--- src/rtl/dcache_load_unit.sv ---
// Load side of a direct-mapped, write-through data cache with one-word lines.
// Misses refill from RAM over a req/valid handshake; results are byte/half/word extended.
module dcache_load_unit #(
  parameter int WIDTH = 32,
  parameter int SETS  = 8,
  parameter int IDX   = 3
) (
  input  logic             clk,
  input  logic             rst,
  input  logic             ld_req,
  input  logic             lw,
  input  logic             lh,
  input  logic             lb,
  input  logic             uns,
  input  logic [WIDTH-1:0] addr,
  input  logic             wr_en,
  input  logic [WIDTH-1:0] wr_addr,
  input  logic [WIDTH-1:0] wr_data,
  output logic             mem_req,
  output logic [WIDTH-1:0] mem_addr,
  input  logic             mem_valid,
  input  logic [WIDTH-1:0] mem_rdata,
  output logic             stall,
  output logic             ld_done,
  output logic [WIDTH-1:0] dout
);

  localparam int TAGW = WIDTH - IDX - 2;

  typedef enum logic {IDLE, FETCH} state_t;

  state_t state, state_nxt;

  logic [SETS-1:0]  valid;
  logic [TAGW-1:0]  tags [SETS];
  logic [WIDTH-1:0] data [SETS];

  // Load type and byte offset captured at miss time, used when the refill returns.
  logic       lw_q, lh_q, lb_q, uns_q;
  logic [1:0] off_q;

  logic [IDX-1:0]  ld_idx, wr_idx, fill_idx;
  logic [TAGW-1:0] ld_tag, wr_tag, fill_tag;
  logic            ld_hit, wr_hit;

  // Byte offset of a store is irrelevant: the update word is already merged.
  logic unused_wr_off;
  assign unused_wr_off = ^wr_addr[1:0];

  assign ld_idx   = addr[IDX+1:2];
  assign ld_tag   = addr[WIDTH-1:IDX+2];
  assign wr_idx   = wr_addr[IDX+1:2];
  assign wr_tag   = wr_addr[WIDTH-1:IDX+2];
  assign fill_idx = mem_addr[IDX+1:2];
  assign fill_tag = mem_addr[WIDTH-1:IDX+2];

  assign ld_hit = valid[ld_idx] && (tags[ld_idx] == ld_tag);
  assign wr_hit = valid[wr_idx] && (tags[wr_idx] == wr_tag);

  function automatic logic [WIDTH-1:0] extract(
    input logic [WIDTH-1:0] w,
    input logic             f_lw,
    input logic             f_lh,
    input logic             f_lb,
    input logic             f_uns,
    input logic [1:0]       off
  );
    logic [15:0] h;
    logic [7:0]  b;
    h = off[1] ? w[31:16] : w[15:0];
    case (off)
      2'd0:    b = w[7:0];
      2'd1:    b = w[15:8];
      2'd2:    b = w[23:16];
      default: b = w[31:24];
    endcase
    if (f_lw)      return w;
    else if (f_lh) return {{(WIDTH-16){~f_uns & h[15]}}, h};
    else if (f_lb) return {{(WIDTH-8){~f_uns & b[7]}}, b};
    else           return '0;
  endfunction

  // NOTE: every variable driven here gets a default first so no latch is inferred.
  always_comb begin
    state_nxt = state;
    stall     = 1'b0;
    case (state)
      IDLE: begin
        if (ld_req && !ld_hit) begin
          stall     = 1'b1;
          state_nxt = FETCH;
        end
      end
      FETCH: begin
        stall = 1'b1;
        if (mem_valid) state_nxt = IDLE;
      end
      default: state_nxt = IDLE;
    endcase
  end

  // NOTE: sequential state uses non-blocking assignments only.
  always_ff @(posedge clk) begin
    if (rst) begin
      state    <= IDLE;
      valid    <= '0;
      mem_req  <= 1'b0;
      mem_addr <= '0;
      ld_done  <= 1'b0;
      dout     <= '0;
    end else begin
      state   <= state_nxt;
      ld_done <= 1'b0;
      case (state)
        IDLE: begin
          if (ld_req) begin
            if (ld_hit) begin
              ld_done <= 1'b1;
              dout    <= extract(data[ld_idx], lw, lh, lb, uns, addr[1:0]);
            end else begin
              mem_req  <= 1'b1;
              mem_addr <= {addr[WIDTH-1:2], 2'b00};
            end
          end
        end
        FETCH: begin
          if (mem_valid) begin
            valid[fill_idx] <= 1'b1;
            mem_req         <= 1'b0;
            ld_done         <= 1'b1;
            dout            <= extract(mem_rdata, lw_q, lh_q, lb_q, uns_q, off_q);
          end
        end
        default: ;
      endcase
    end
  end

  // NOTE: tag/data arrays and miss flags are not reset; the valid bits alone
  // qualify them, which keeps the arrays plain RAM.
  always_ff @(posedge clk) begin
    if (state == IDLE && ld_req && !ld_hit) begin
      lw_q  <= lw;
      lh_q  <= lh;
      lb_q  <= lb;
      uns_q <= uns;
      off_q <= addr[1:0];
    end
    if (state == FETCH && mem_valid) begin
      tags[fill_idx] <= fill_tag;
      data[fill_idx] <= mem_rdata;
    end else if (state == IDLE && wr_en && wr_hit) begin
      data[wr_idx] <= wr_data;
    end
  end

endmodule
--- config.mk ---
export PLATFORM = sky130hd
export DESIGN_NAME = dcache_load_unit
export DESIGN_NICKNAME = d
export VERILOG_FILES = /design/src/rtl/dcache_load_unit.sv
export SDC_FILE = /design/constraint.sdc
export NUM_CORES = 1
export LEC_CHECK = 0
export ABC_AREA = 1
export BUFFER_PORTS_ARGS = -buffer_cell sky130_fd_sc_hd__buf_2
export CELL_PAD_IN_SITES_DETAIL_PLACEMENT = 0
export CELL_PAD_IN_SITES_GLOBAL_PLACEMENT = 1
export CORE_MARGIN = 2
export CORE_UTILIZATION = 42
export CTS_CLUSTER_SIZE = 16
export DETAILED_ROUTE_END_ITERATION = 7
export GPL_TIMING_DRIVEN = 0
export MAX_ROUTING_LAYER = met4
export PLACE_DENSITY_LB_ADDON = 0.1
export SETUP_SLACK_MARGIN = 0.15
export SLEW_MARGIN = 30
export SYNTH_ARGS = -nofsm -noshare
export SYNTH_HDL_FRONTEND = slang
export SYNTH_SLANG_ARGS = --single-unit
--- constraint.sdc ---
create_clock -name clk -period 3.6 [get_ports clk]
set_input_delay 0.36 -clock clk [delete_from_list [all_inputs] [get_ports clk]]
set_output_delay 0.36 -clock clk [all_outputs]
set_load 0.02 [all_outputs]
# Word-level counts from Yosys, hierarchy flattened
# Memory sizes are Yosys's and may differ from the RTL's.
# Index checks and enable logic that the tools add are counted.
[op_classes]
n_addsub = 0
n_div = 0
n_mul = 0
bitwise = 9
magnitude_cmp = 4
n_eq_ne = 10
reduce_logical = 17
mux = 47
shift = 0
[op_table]
columns = ["op", "count"]
rows = [
  ["two-way mux 32 bit", 10],
  ["one-hot mux 32 bit (2 select lines)", 1],
  ["two-way mux 8 bit", 7],
  ["== test 27 bit", 2],
  ["one-hot mux 8 bit (3 select lines)", 2],
  ["two-way mux 16 bit", 2],
  ["OR reduction 32 bit", 1],
  ["two-way mux 1 bit", 17],
  ["< comparator 3 x 4 -> 1 bit, second input constant", 3],
  ["logical AND 1 bit", 9],
  ["AND reduction 3 bit", 3],
  ["inequality test 2 bit, second input constant", 4],
  ["bitwise OR 8 bit", 1],
  ["one-hot mux 1 bit (2 select lines)", 4],
  ["binary-select mux 1 bit (select 3 bit)", 2],
  ["bitwise AND 1 bit", 4],
  ["== test 2 x 1 -> 1 bit, second input constant", 2],
  ["== test 2 bit, second input constant", 2],
  ["logical NOT 2 bit", 2],
  ["NOT 1 bit", 4],
  ["demux 1 bit (select 3 bit)", 1],
  ["greater-or-equal comparator 3 x 1 -> 1 bit, second input constant", 1],
  ["two-way mux 3 bit", 1],
  ["AND reduction 2 bit", 1],
  ["logical NOT 1 bit", 1],
]
[word_totals]
mem_count = 2
inputBits = 137
rom_bits = 0
latch_bits = 0
ff_bits = 79
mem_bits_rw = 472
elab_cells = 100
[mem_list]
columns = ["name", "depth", "word_bits", "rd", "rd_clocked_by_memory_dff", "write_ports", "line_no", "rtl"]
rows = [
  ["data", 8, 32, 1, 0, 1, "36", "logic [WIDTH-1:0] data [SETS];"],
  ["tags", 8, 27, 2, 0, 1, "35", "logic [TAGW-1:0] tags [SETS];"],
]

# Depth between registers and ports, before layout
[depth]
word_depth = 14
ltp_mapped = 21
depth_no_buf = 18

# Least setup slack after synthesis
# Ideal clock, no wire load.
[synth_path]
path_kind = "input-to-reg"
startpoint = "input port wr_addr[2]"
endpoint = "memory data[0][0], enable pin"
cell_stages = 15
required_time_ns = 3.179
n_path_buf = 2
path_slack_ns = -0.086
arrival_ns = 3.264
setup_ns = 0.421
path_cell_list = "buf_4 inv_2 buf_2 nand2_1 nand3_1 nand3_1 nand3b_1 nand2_1 nor2_1 nand4_1 nor2_4 nand2_2 nand2_1 nand3_1 nor2_1"
[synth_between]
elab_chain_cells = 9
word_cells_on_any_way = 12
[synth_lines]
columns = ["item", "line_no", "rtl"]
rows = [
  ["start, declared", "17", "input logic [WIDTH-1:0] wr_addr,"],
  ["memory (8 x 27 bit) or binary-select mux 1 bit (select 3 bit) (tied branches)", "n/a", ""],
  ["== test 27 bit or two-way mux 1 bit (tied branches)", "58", "assign wr_hit = valid[wr_idx] && (tags[wr_idx] == wr_tag);"],
  ["logical AND 1 bit", "58", ""],
  ["logical AND 1 bit", "152", "end else if (state == IDLE && wr_en && wr_hit) begin"],
  ["two-way mux 1 bit", "152", ""],
  ["two-way mux 1 bit", "149", "if (state == FETCH && mem_valid) begin"],
  ["two-way mux 1 bit (not written as such)", "153", "data[wr_idx] <= wr_data;"],
  ["OR reduction 32 bit (no line)", "n/a", ""],
  ["two-way mux 3 bit (no line) or two-way mux 1 bit (tied branches)", "n/a", ""],
  ["end, declared", "36", ""],
]
# Parallel ways exist; a longest one is shown, timed or not. The select of a mux whose other input is x is not followed.

# Worst setup path in the final report
[layout_path]
startpoint = "input port addr[2]"
endpoint = "output port stall"
[layout_between]
elab_chain_cells = 7
word_cells_on_any_way = 9
[layout_lines]
columns = ["item", "line_no", "rtl"]
rows = [
  ["start, declared", "15", "input logic [WIDTH-1:0] addr,"],
  ["memory (8 x 27 bit) or binary-select mux 1 bit (select 3 bit) (tied branches)", "n/a", ""],
  ["== test 27 bit or two-way mux 1 bit (tied branches)", "57", "assign ld_hit = valid[ld_idx] && (tags[ld_idx] == ld_tag);"],
  ["logical AND 1 bit (*)", "57", ""],
  ["logical NOT 1 bit (*)", "89", "if (ld_req && !ld_hit) begin"],
  ["logical AND 1 bit (*)", "89", ""],
  ["two-way mux 1 bit (*)", "89", ""],
  ["one-hot mux 1 bit (2 select lines) (*)", "87", "case (state)"],
  ["end, declared", "23", "output logic stall,"],
]
# Mark *: on every way between the ends. The rest lies on a longest branch, timed or not. The select of a mux whose other input is x is not followed.

==> qor.csv <==
stage,metric,value,unit
status,status,completed,
logic_synthesis,ys flop type,edfxtp_1,
logic_synthesis,synthesized area,0.0275,sq mm
sta,final slew viol count,0,
setup_path,R2R setup slack,260,ps
setup_path,crit end category,primary output,
setup_path,crit-path max FO,10,
cts,clk buf depth,3,
cts,"CTS clk-pin slew, worst paths",60,ps
final_layout,layout cell share with drive strength beyond 1,14.7,%
sta,min Tclk post-route,3460,ps
logic_synthesis,YS warnings,0,
power,Logic pwr share,13.3,%
power,clock power share,40.1,%
logic_synthesis,"FF+latch count, synth",551,
floorplan,die span in x,260,um
floorplan,Ports,204,
sta,fin crit share,96.1,%
sta,Worst Skew,44.0,ps
logic_synthesis,top post-synthesis cells by area,"edfxtp_1 (52%), nand2_1 (12%), nand3_1 (6.1%)",
cts,Clock Latency Late Sink,660,ps
logic_synthesis,post-synth top area share,52.1,%
power,Int Pwr,0.0111,W
sta,WHS,32.7,ps
detailed_routing,drt wl/cell,27.1,um
logic_synthesis,Syn Area/Cell,8.71,sq um
sta,final setup fails,0,
sta,Worst Max-Slew Pin Slew,953,ps
job,maxcap violations,0,
logic_synthesis,post-synth cell types,32,
global_routing,largest net degree at the start of global routing,19,
logic_synthesis,sequential share of the synthesized area,57.5,%
power,Psw,0.00428,W
global_routing,vias in the first global route,23900,
cts,CTS buffer count,59,
cts,clock sinks,551,
floorplan,Rows,93,
floorplan,Die ar.,0.0676,sq mm
cts,Root Driver,clkbuf_16,
power,sequential power share,46.7,%
power,peak supply drop,382,uV
sta,unrepaired setup endpoints after global routing,yes,
final_layout,"most common cell after layout, fill and taps aside",nand2_1,
sta,Worst slew margin,36.5,%
detailed_routing,Remaining DRCs,0,
logic_synthesis,Async SR Flop Fraction,0,%
placement,port bufs,196,
floorplan,starting density of the core,42.6,%
detailed_routing,Via Count,25000,
logic_synthesis,cell taking the most area after synthesis,edfxtp_1,
power,Power Density,467,mW/mm^2
placement,dpl ws,-1260,ps
global_routing,GRT Residual Overflow,0,
detailed_routing,Post-Route WL,119,mm
floorplan,Die H,260,um
setup_path,"Worst Path Class, Setup",in -> out,
placement,RePlAce Congestion,0.984,
setup_path,Worst EP required,3240,ps
global_routing,first-pass GRT wire length,168,mm
detailed_routing,Via-to-Cell Ratio,5.68,
sta,Final Hold Fails,0,
final_layout,area grow syn2layout,19.8,%
detailed_routing,Routed Antenna Nets,0,
final_layout,fin nets,3629,
power,P_leak,14.0,nW
sta,setup ws final,142,ps
final_layout,most frequent cells in the layout,"nand2_1 (895), edfxtp_1 (478), nand3_1 (334)",
global_routing,initial antenna violation count,2,
placement,post-DP HPWL,86.6,mm
logic_synthesis,post-synthesis cell count,3160,
setup_path,Worst EP arrival,3100,ps
worst_hold_path,worst hold-check path type,in -> reg,
floorplan,core area,0.0646,sq mm
cts,depth of the CTS H-tree,2,
global_routing,GRT Resource Usage Total,36.0,%
sta,Max Clock Freq,289,MHz
final_layout,# diodes,0,
setup_path,CP startpoint kind,input pin,
logic_synthesis,Post-synth EDFFs,478,
cts,CTS tree,built,
detailed_routing,drt initial violations,2765,
detailed_routing,drt first pass iters,6,
power,Net Sw Frac,27.8,%
-- per-layer routing --
layer	routed length, um	vias up	track usage (%)
met5	0	-	-
met4	6950	0	18.0
met3	8430	334	4.73
met1	46500	12100	43.2
met2	57200	1256	59.7
li1	-	11300	-
-- synth_stat cells (16+ instances only) --
master and instances:
a21oi_1 84, buf_1 17, buf_2 86, buf_4 21, clkbuf_1 63, dfxtp_1 73, edfxtp_1 478, inv_1 269
nand2_1 897, nand3_1 335, nand3b_1 24, nand4_1 43, nor2_1 345, nor2_2 16, o211ai_1 63, o21ai_0 185
o21ai_1 27, o21bai_1 31, o22ai_1 50
-- cells by family after synthesis --
logic type	Yosys count	synth area share [%]
AO/OA/AOI/OAI	457	9.57
buffers and inverters	477	7.45
flip-flops	551	57.5
multiplexers	4	0.164
other	1	0.0136
AND/OR/NAND/NOR	1670	25.3
-- critical path, stage by stage --
cell      delay (ps)
buf_4            160
inv_2            290
buf_2            470
nand2_1          100
nand3_1           90
nand3_1          110
nand3b_1         120
nand2_1           60
clkinv_1          40
nand2_1           40
nor2_1           260
nand2_1          250
nor2_2           230
nand2_1          120
nand2_1          100
nand2_1           70
buf_2            180
-- stage by stage --
| stage | cell area, sq um | utilization, % | cells | total power, W | setup TNS [ps] |
|---|---|---|---|---|---|
| after floorplan | 27500 | - | 3161 | 0.00835 | -10930 |
| after global placement | 29600 | 45.8 | 4212 | 0.00923 | -1176960 |
| after detailed placement | 30600 | 47.3 | 4245 | 0.00930 | -403220 |
| after CTS | 32900 | 51.0 | 4395 | 0.0154 | 0 |
| after global routing | 33000 | 51.0 | 4398 | 0.0158 | 0 |
| final | 33000 | 51.0 | 4398 | 0.0154 | 0 |
-- layout make-up --
type | instances | area, sq um
clock inverter | 29 | 284
inverter | 280 | 1060
clock buffer | 83 | 1680
buffer | 197 | 1060
tap | 855 | 1070
fill | 6132 | 31600
timing repair buffer | 270 | 2210
multi-input combinational | 2133 | 9790
sequential | 551 | 15800
-- repair_timing --
item | 4_1_cts | 5_1_grt
pin swaps | 9 | 4
hold buffers | 24 | 0
buffers inserted | 14 | 3
resized for setup | 26 | 3
hold endpoints to repair | 24 | 0
endpoints found under the setup margin | 296 | 85
-- power groups by stage --
| stage | clock network (W) | logic (W) | registers [W] |
|---|---|---|---|
| after detailed placement | 0 | 0.00197 | 0.00732 |
| after global placement | 0 | 0.00191 | 0.00732 |
| after floorplan | 0 | 0.00101 | 0.00734 |
| after CTS | 0.00621 | 0.00201 | 0.00719 |
| after global routing | 0.00644 | 0.00218 | 0.00720 |
| final | 0.00618 | 0.00204 | 0.00719 |
-- state kept, by name (all words and copies together), names as in the netlist --
| register | count |
|---|---|
| data | 256 |
| dout | 32 |
| lb_q | 1 |
| ld_done | 1 |
| lh_q | 1 |
| lw_q | 1 |
| mem_addr | 30 |
| mem_req | 1 |
| off_q | 2 |
| state | 1 |
| tags | 216 |
| uns_q | 1 |
| valid | 8 |
-- path summary, 6_finish.rpt --
check | start | to | cells after the start
worst max register to register | tags[5][22] | data[7][29] | 15
worst min register to register | dout[20] | dout[20] | 2
worst min-delay path | addr[16] | mem_addr[16] | 3
worst max-delay path | addr[2] | stall | 17
(Power assumes the default switching activity.)
